<file path="src/rtl/vm_payout_ctrl_pkg.sv">
// Shared types and default constants for the two-coin vending payout controller.
// Coin values and prices are in coin-a units.
package vm_payout_ctrl_pkg;

   typedef enum logic [1:0] {
      IDLE   = 2'd0,
      VEND   = 2'd1,
      PAYOUT = 2'd2
   } state_t;

   typedef enum logic {
      COIN_A = 1'b0,
      COIN_B = 1'b1
   } coin_t;

   localparam int DEF_CREDIT_W   = 4;
   localparam int DEF_VAL_A      = 1;
   localparam int DEF_VAL_B      = 5;
   localparam int DEF_PRICE0     = 3;
   localparam int DEF_PRICE1     = 8;
   localparam int DEF_MAX_CREDIT = 15;

   // Greedy change: hand out the large coin whenever the remaining credit covers it.
   function automatic coin_t pick_coin(input int unsigned credit, input int unsigned val_b);
      return (credit >= val_b) ? COIN_B : COIN_A;
   endfunction

endpackage

</file>
<file path="src/rtl/vm_payout_ctrl_if.sv">
// Coin dispenser valid/ready link; the controller is master, the dispenser is slave.
interface vm_payout_ctrl_if;

   logic disp_vld;
   logic disp_coin;
   logic disp_rdy;

   modport master (output disp_vld, output disp_coin, input disp_rdy);
   modport slave  (input disp_vld, input disp_coin, output disp_rdy);

endinterface

</file>
<file path="src/rtl/vm_payout_ctrl_seq.sv">
// Payout sequencer: holds the offered coin on the dispenser link and tells the
// parent how much credit each accepted coin removes.
module vm_payout_ctrl_seq
   import vm_payout_ctrl_pkg::*;
#(
   parameter int CREDIT_W = DEF_CREDIT_W,
   parameter int VAL_A    = DEF_VAL_A,
   parameter int VAL_B    = DEF_VAL_B
) (
   input  logic                clk,
   input  logic                rst,
   input  logic                i_start,
   input  logic [CREDIT_W-1:0] i_credit,
   vm_payout_ctrl_if.master    disp,
   output logic                o_xfer,
   output logic                o_last,
   output logic [CREDIT_W-1:0] o_credit_nxt
);

   logic                r_vld;
   coin_t               r_coin;
   logic [CREDIT_W-1:0] w_dec;
   logic [CREDIT_W-1:0] w_rem;
   logic                w_xfer;

   assign w_xfer = r_vld & disp.disp_rdy;
   assign w_dec  = (r_coin == COIN_B) ? CREDIT_W'(VAL_B) : CREDIT_W'(VAL_A);
   assign w_rem  = i_credit - w_dec;

   assign o_xfer       = w_xfer;
   assign o_last       = (w_rem == '0);
   assign o_credit_nxt = w_rem;

   assign disp.disp_vld  = r_vld;
   assign disp.disp_coin = r_coin;

   // The coin choice only moves on start or after an accepted transfer, so it
   // stays stable while the dispenser stalls.
   always_ff @(posedge clk) begin
      if (rst) begin
         r_vld  <= 1'b0;
         r_coin <= COIN_A;
      end else if (i_start) begin
         r_vld  <= 1'b1;
         r_coin <= pick_coin(32'(i_credit), VAL_B);
      end else if (w_xfer) begin
         if (w_rem == '0) begin
            r_vld <= 1'b0;
         end else begin
            r_coin <= pick_coin(32'(w_rem), VAL_B);
         end
      end
   end

endmodule

</file>
<file path="src/rtl/vm_payout_ctrl.sv">
// Vending control sequencer: credit accumulation, select arbitration, vend strobe,
// and hand-off to the payout sequencer for change.
module vm_payout_ctrl
   import vm_payout_ctrl_pkg::*;
#(
   parameter int CREDIT_W   = DEF_CREDIT_W,
   parameter int VAL_A      = DEF_VAL_A,
   parameter int VAL_B      = DEF_VAL_B,
   parameter int PRICE0     = DEF_PRICE0,
   parameter int PRICE1     = DEF_PRICE1,
   parameter int MAX_CREDIT = DEF_MAX_CREDIT
) (
   input  logic                clk,
   input  logic                rst,
   input  logic                i_a,
   input  logic                i_b,
   input  logic                i_sel_vld,
   input  logic                i_sel_id,
   input  logic                i_cancel,
   vm_payout_ctrl_if.master    disp,
   output logic                o_vend,
   output logic                o_vend_id,
   output logic                o_coin_rej,
   output logic                o_no_funds,
   output logic [CREDIT_W-1:0] o_credit,
   output logic                o_busy
);

   state_t              r_state,     w_state_nxt;
   logic [CREDIT_W-1:0] r_credit,    w_credit_nxt;
   logic                r_vend,      w_vend_nxt;
   logic                r_vend_id,   w_vend_id_nxt;
   logic                r_coin_rej,  w_coin_rej_nxt;
   logic                r_no_funds,  w_no_funds_nxt;
   logic                r_busy;

   logic                w_start;
   logic                w_xfer;
   logic                w_last;
   logic [CREDIT_W-1:0] w_pay_credit;
   logic [CREDIT_W:0]   w_sum;
   logic [CREDIT_W-1:0] w_price;

   // One extra bit so a near-full credit plus a coin cannot wrap into an accept.
   assign w_sum   = {1'b0, r_credit} + (CREDIT_W+1)'(i_b ? VAL_B : VAL_A);
   assign w_price = i_sel_id ? CREDIT_W'(PRICE1) : CREDIT_W'(PRICE0);

   vm_payout_ctrl_seq #(
      .CREDIT_W (CREDIT_W),
      .VAL_A    (VAL_A),
      .VAL_B    (VAL_B)
   ) u_seq (
      .clk          (clk),
      .rst          (rst),
      .i_start      (w_start),
      .i_credit     (r_credit),
      .disp         (disp),
      .o_xfer       (w_xfer),
      .o_last       (w_last),
      .o_credit_nxt (w_pay_credit)
   );

   always_comb begin
      w_state_nxt    = r_state;
      w_credit_nxt   = r_credit;
      w_vend_nxt     = 1'b0;
      w_vend_id_nxt  = r_vend_id;
      w_coin_rej_nxt = 1'b0;
      w_no_funds_nxt = 1'b0;
      w_start        = 1'b0;
      unique case (r_state)
         IDLE: begin
            // One event per cycle: cancel beats select beats coins.
            if (i_cancel) begin
               w_coin_rej_nxt = i_a | i_b;
               if (r_credit != '0) begin
                  w_state_nxt = PAYOUT;
                  w_start     = 1'b1;
               end
            end else if (i_sel_vld) begin
               w_coin_rej_nxt = i_a | i_b;
               if (r_credit >= w_price) begin
                  w_credit_nxt  = r_credit - w_price;
                  w_vend_nxt    = 1'b1;
                  w_vend_id_nxt = i_sel_id;
                  w_state_nxt   = VEND;
               end else begin
                  w_no_funds_nxt = 1'b1;
               end
            end else if (i_a & i_b) begin
               w_coin_rej_nxt = 1'b1;
            end else if (i_a | i_b) begin
               if (w_sum <= (CREDIT_W+1)'(MAX_CREDIT)) begin
                  w_credit_nxt = w_sum[CREDIT_W-1:0];
               end else begin
                  w_coin_rej_nxt = 1'b1;
               end
            end
         end
         VEND: begin
            w_coin_rej_nxt = i_a | i_b;
            if (r_credit != '0) begin
               w_state_nxt = PAYOUT;
               w_start     = 1'b1;
            end else begin
               w_state_nxt = IDLE;
            end
         end
         PAYOUT: begin
            w_coin_rej_nxt = i_a | i_b;
            if (w_xfer) begin
               w_credit_nxt = w_pay_credit;
               if (w_last) begin
                  w_state_nxt = IDLE;
               end
            end
         end
         default: begin
            w_state_nxt = IDLE;
         end
      endcase
   end

   always_ff @(posedge clk) begin
      if (rst) begin
         r_state    <= IDLE;
         r_credit   <= '0;
         r_vend     <= 1'b0;
         r_vend_id  <= 1'b0;
         r_coin_rej <= 1'b0;
         r_no_funds <= 1'b0;
         r_busy     <= 1'b0;
      end else begin
         r_state    <= w_state_nxt;
         r_credit   <= w_credit_nxt;
         r_vend     <= w_vend_nxt;
         r_vend_id  <= w_vend_id_nxt;
         r_coin_rej <= w_coin_rej_nxt;
         r_no_funds <= w_no_funds_nxt;
         r_busy     <= (w_state_nxt != IDLE);
      end
   end

   assign o_vend     = r_vend;
   assign o_vend_id  = r_vend_id;
   assign o_coin_rej = r_coin_rej;
   assign o_no_funds = r_no_funds;
   assign o_credit   = r_credit;
   assign o_busy     = r_busy;

endmodule

</file>
<file path="src/flat_wrapper.sv">
// flat-port wrapper written by rule: the top's interface ports become plain ports
module vm_payout_ctrl_flat import vm_payout_ctrl_pkg::*;
#(
   parameter int CREDIT_W   = DEF_CREDIT_W,
   parameter int VAL_A      = DEF_VAL_A,
   parameter int VAL_B      = DEF_VAL_B,
   parameter int PRICE0     = DEF_PRICE0,
   parameter int PRICE1     = DEF_PRICE1,
   parameter int MAX_CREDIT = DEF_MAX_CREDIT
)
  (clk, rst, i_a, i_b, i_sel_vld, i_sel_id, i_cancel, o_vend, o_vend_id, o_coin_rej, o_no_funds, o_credit, o_busy, disp_disp_vld, disp_disp_coin, disp_disp_rdy);
  vm_payout_ctrl_if disp_i ();
  input  logic clk;
  input  logic rst;
  input  logic i_a;
  input  logic i_b;
  input  logic i_sel_vld;
  input  logic i_sel_id;
  input  logic i_cancel;
  output logic o_vend;
  output logic o_vend_id;
  output logic o_coin_rej;
  output logic o_no_funds;
  output logic [CREDIT_W-1:0] o_credit;
  output logic o_busy;
  output wire logic [$bits(disp_i.disp_vld)-1:0] disp_disp_vld;
  output wire logic [$bits(disp_i.disp_coin)-1:0] disp_disp_coin;
  input wire logic [$bits(disp_i.disp_rdy)-1:0] disp_disp_rdy;
  assign disp_disp_vld = disp_i.disp_vld;
  assign disp_disp_coin = disp_i.disp_coin;
  assign disp_i.disp_rdy = disp_disp_rdy;
  vm_payout_ctrl #(.CREDIT_W(CREDIT_W), .VAL_A(VAL_A), .VAL_B(VAL_B), .PRICE0(PRICE0), .PRICE1(PRICE1), .MAX_CREDIT(MAX_CREDIT)) u_core (.clk(clk), .rst(rst), .i_a(i_a), .i_b(i_b), .i_sel_vld(i_sel_vld), .i_sel_id(i_sel_id), .i_cancel(i_cancel), .disp(disp_i), .o_vend(o_vend), .o_vend_id(o_vend_id), .o_coin_rej(o_coin_rej), .o_no_funds(o_no_funds), .o_credit(o_credit), .o_busy(o_busy));
endmodule
</file>
<file path="config.mk">
export PLATFORM = sky130hd
export DESIGN_NAME = vm_payout_ctrl_flat
export DESIGN_NICKNAME = d
export VERILOG_FILES = /design/src/rtl/vm_payout_ctrl_pkg.sv /design/src/rtl/vm_payout_ctrl_if.sv /design/src/rtl/vm_payout_ctrl_seq.sv /design/src/rtl/vm_payout_ctrl.sv /design/src/flat_wrapper.sv
export SDC_FILE = /design/constraint.sdc
export NUM_CORES = 1
export LEC_CHECK = 0
export BUFFER_PORTS_ARGS = -buffer_cell sky130_fd_sc_hd__buf_4
export CAP_MARGIN = 25
export CORE_MARGIN = 1.5
export CORE_UTILIZATION = 45
export CTS_BUF_LIST = sky130_fd_sc_hd__clkbuf_4 sky130_fd_sc_hd__clkbuf_8 sky130_fd_sc_hd__clkbuf_16
export CTS_CLUSTER_DIAMETER = 30
export DETAILED_ROUTE_END_ITERATION = 10
export GPL_TIMING_DRIVEN = 0
export PLACE_DENSITY = 0.74
export SLEW_MARGIN = 0
export SYNTH_ARGS = -nofsm -noshare
export SYNTH_HDL_FRONTEND = slang
export SYNTH_SLANG_ARGS = --single-unit
export TNS_END_PERCENT = 10
</file>
<file path="constraint.sdc">
create_clock -name clk -period 2.4 [get_ports clk]
set_input_delay 0.48 -clock clk [delete_from_list [all_inputs] [get_ports clk]]
set_output_delay 0.48 -clock clk [all_outputs]
set_load 0.005 [all_outputs]
</file>
==> reports/qor.txt <==
depth of the CTS H-tree = 1
antenna violations before repair = 0
nets@finish = 182
Post-synth EDFFs = 0
fill count = 230
share of layout cells above drive strength 1 = 21.4%
Clk pwr share = 9.7%
Seq cells post-synth = 13
gr usage total = 21.0%
Final Max Slew Viols = 0
crit path max fanout = 10
pin count of the biggest net entering global routing = 11
post-DR vias/cell = 5.86
Mapped Nets = 161
arrival time worst endpoint = 2450 ps
Tot Pwr = 1.47 mW
post-CTS setup buffers = 0
Post-Route WL = 2.72 mm
kind of critical path = reg -> reg
Vias = 1107
post-synthesis average cell area = 8.25 µm²
Worst Tran Pin Value = 490 ps
maxcap violations = 0
async set-reset flop share out of synthesis = 0%
Die ar. = 2860 µm²
final core utilization = 55.0%
row count = 18
chip height = 53.5 µm
Crit. End Element = register
worst min-delay path category = in -> reg
final cell count without fillers = 189
DRT antenna net count = 0
crit path launch = u_core.o_credit[0]
hold path start = rst
Peak Freq = 439 MHz
Seq/Total Area, Yosys = 22.7%
PortBufs = 16
Die W = 53.5 µm
Ports = 19
outcome = finished clean
ANT cells = 0
Crit path required time = 2570 ps
Placed Cells = 185
vias in the first global route = 1006
RePlAce Congestion = 0.912
Final Hold Vio Count = 0
Int Power = 782 µW
Detailed Place HPWL = 2.06 mm
Pleak = 0.575 nW
Unique masters post-synth = 41
CTS tree = done
area leader, netlist = dfxtp_1
top_reg_cell synth = dfxtp_1
pwr/cell area = 1100 nW/µm²
global-route wire length before repair = 4.35 mm
RSZ-0062 raised after global routing = true
Syn Inst Count = 139
Logic pwr share = 65.0%
wire per inst = 14.4 µm
NetSw = 686 µW
cell at the root of the clock tree = clkbuf_4
# setup viols final = 0
Worst Skew = 11.8 ps
part of the cycle the worst path needs = 94.9%
Startpoint Class = register
post-route DRC violation count = 0
Yosys top cell area share = 22.7%
max_slew headroom = 67.0%
worst r2r src = u_core.o_credit[0]
Synth area leaders = dfxtp_1, ha_1, a21oi_1
Worst Hold Margin = 402 ps
Post-Syn Area = 1150 µm²
Seq pwr share = 25.3%
Initial DRC Count = 39
Reg clk slew, reported paths = 90 ps
post-layout min period = 2280 ps
Clk Latency, worst-skew pair = 290 ps
Syn-to-layout area delta = 16.7%
Initial Utilization = 47.1%
Bufs on Longest Clock Path = 2
VDD IR max = 0.663 mV
TritonCTS Buffers = 3
most frequent cells in the layout = buf_4, a21oi_1, ha_1, dfxtp_1, nor2_1
Final TNS setup = 0 ps
First-pass DRT Iterations = 4
Synth Warn # = 0
# clock sinks = 13
Net Sw Frac = 46.7%
grt ovf = 0
core area = 2430 µm²
power groups by stage:
stage	Combinational, mW	Sequential (mW)	Clock, mW
floorplan	0.689	0.357	0
global placement	0.911	0.365	0
detailed placement	0.933	0.369	0
CTS	0.942	0.368	0.145
global route	1.06	0.383	0.154
finish	0.954	0.372	0.142
stage by stage:
step / instance area, µm² / worst slack, ps
detailed placement: 1300 / -197
floorplan: 1150 / 148
global route: 1340 / -0.246
finish: 1340 / 122
CTS: 1330 / 7.38
global placement: 1300 / -158
worst max-delay path, cell delays in order (launching register included):
cell and delay, ps:
dfxtp_4 390, inv_2 90, ha_1 160, inv_1 60, fa_2 340, a211o_1 270, a21o_1 220, a211o_1 340
a31oi_1 210, a311oi_1 70
cell families (layout without fill, tap and decap cells):
logic type / count (synthesis) / count (layout) / share of synthesized area, %
AOI/OAI and AO/OA: 49 / 49 / 30.9
xor gates and xnor gates: 4 / 4 / 3.06
adders and majority gates: 14 / 14 / 15.9
buffers and inverters: 16 / 36 / 8.30
DFF: 13 / 13 / 22.7
and+or+nand+nor: 43 / 43 / 19.1
cell type report:
cell class | count | area (µm²) | share of cell area (%)
buffer | 6 | 57.6 | 4.30
clock buffer | 3 | 22.5 | 1.68
clock inverter | 1 | 5.00 | 0.374
inverter | 10 | 37.5 | 2.81
multi-input combinational | 110 | 793 | 59.3
sequential | 13 | 264 | 19.7
tap | 30 | 37.5 | 2.81
timing repair buffer | 16 | 120 | 8.98
registers in the layout, summed over array words and instances, names as in the netlist:
signal / flops
u_core.u_seq.disp.disp_vld: 1
u_core.o_coin_rej: 1
u_core.o_busy: 1
u_core.u_seq.disp.disp_coin: 1
u_core.o_vend_id: 1
u_core.o_vend: 1
u_core.o_no_funds: 1
u_core.r_state: 2
u_core.o_credit: 4
Yosys cell counts, drive strengths merged, types with 2 or more instances:
master,instances
o21a,2
a211o,3
nor4,2
nand2,9
buf,6
nand4,3
a21o,2
and3,2
o31a,3
a211oi,3
o21ai,5
a21oi,17
dfxtp,13
xor2,3
nand3,5
nor2,10
nor2b,3
ha,13
or3,2
a31oi,4
nor3,3
o311ai,2
inv,10
what timing repair did:
item,CTS,global route
endpoints found under the setup margin,4,4
pin swaps,1,3
hold buffers,0,0
resized for setup,2,2
per-layer routing:
metal / track usage (%) / part of all wire [%] / up-vias
li1: - / - / 560
met1: 27.1 / 46 / 517
met2: 34.2 / 48 / 28
met3: 5.93 / 6.2 / 2
met4: 5.13 / 0.26 / 0
met5: 0 / 0 / -
worst paths after layout:
check	to	slack, ps	cells past startpoint
worst min-delay path	u_core.o_credit[0]	400	2
worst max-delay path	u_core.o_credit[0]	120	9
worst max register to register	u_core.o_credit[0]	120	9
worst min register to register	u_core.o_vend_id	490	2
Note: power is estimated with default switching activity, not from simulation.
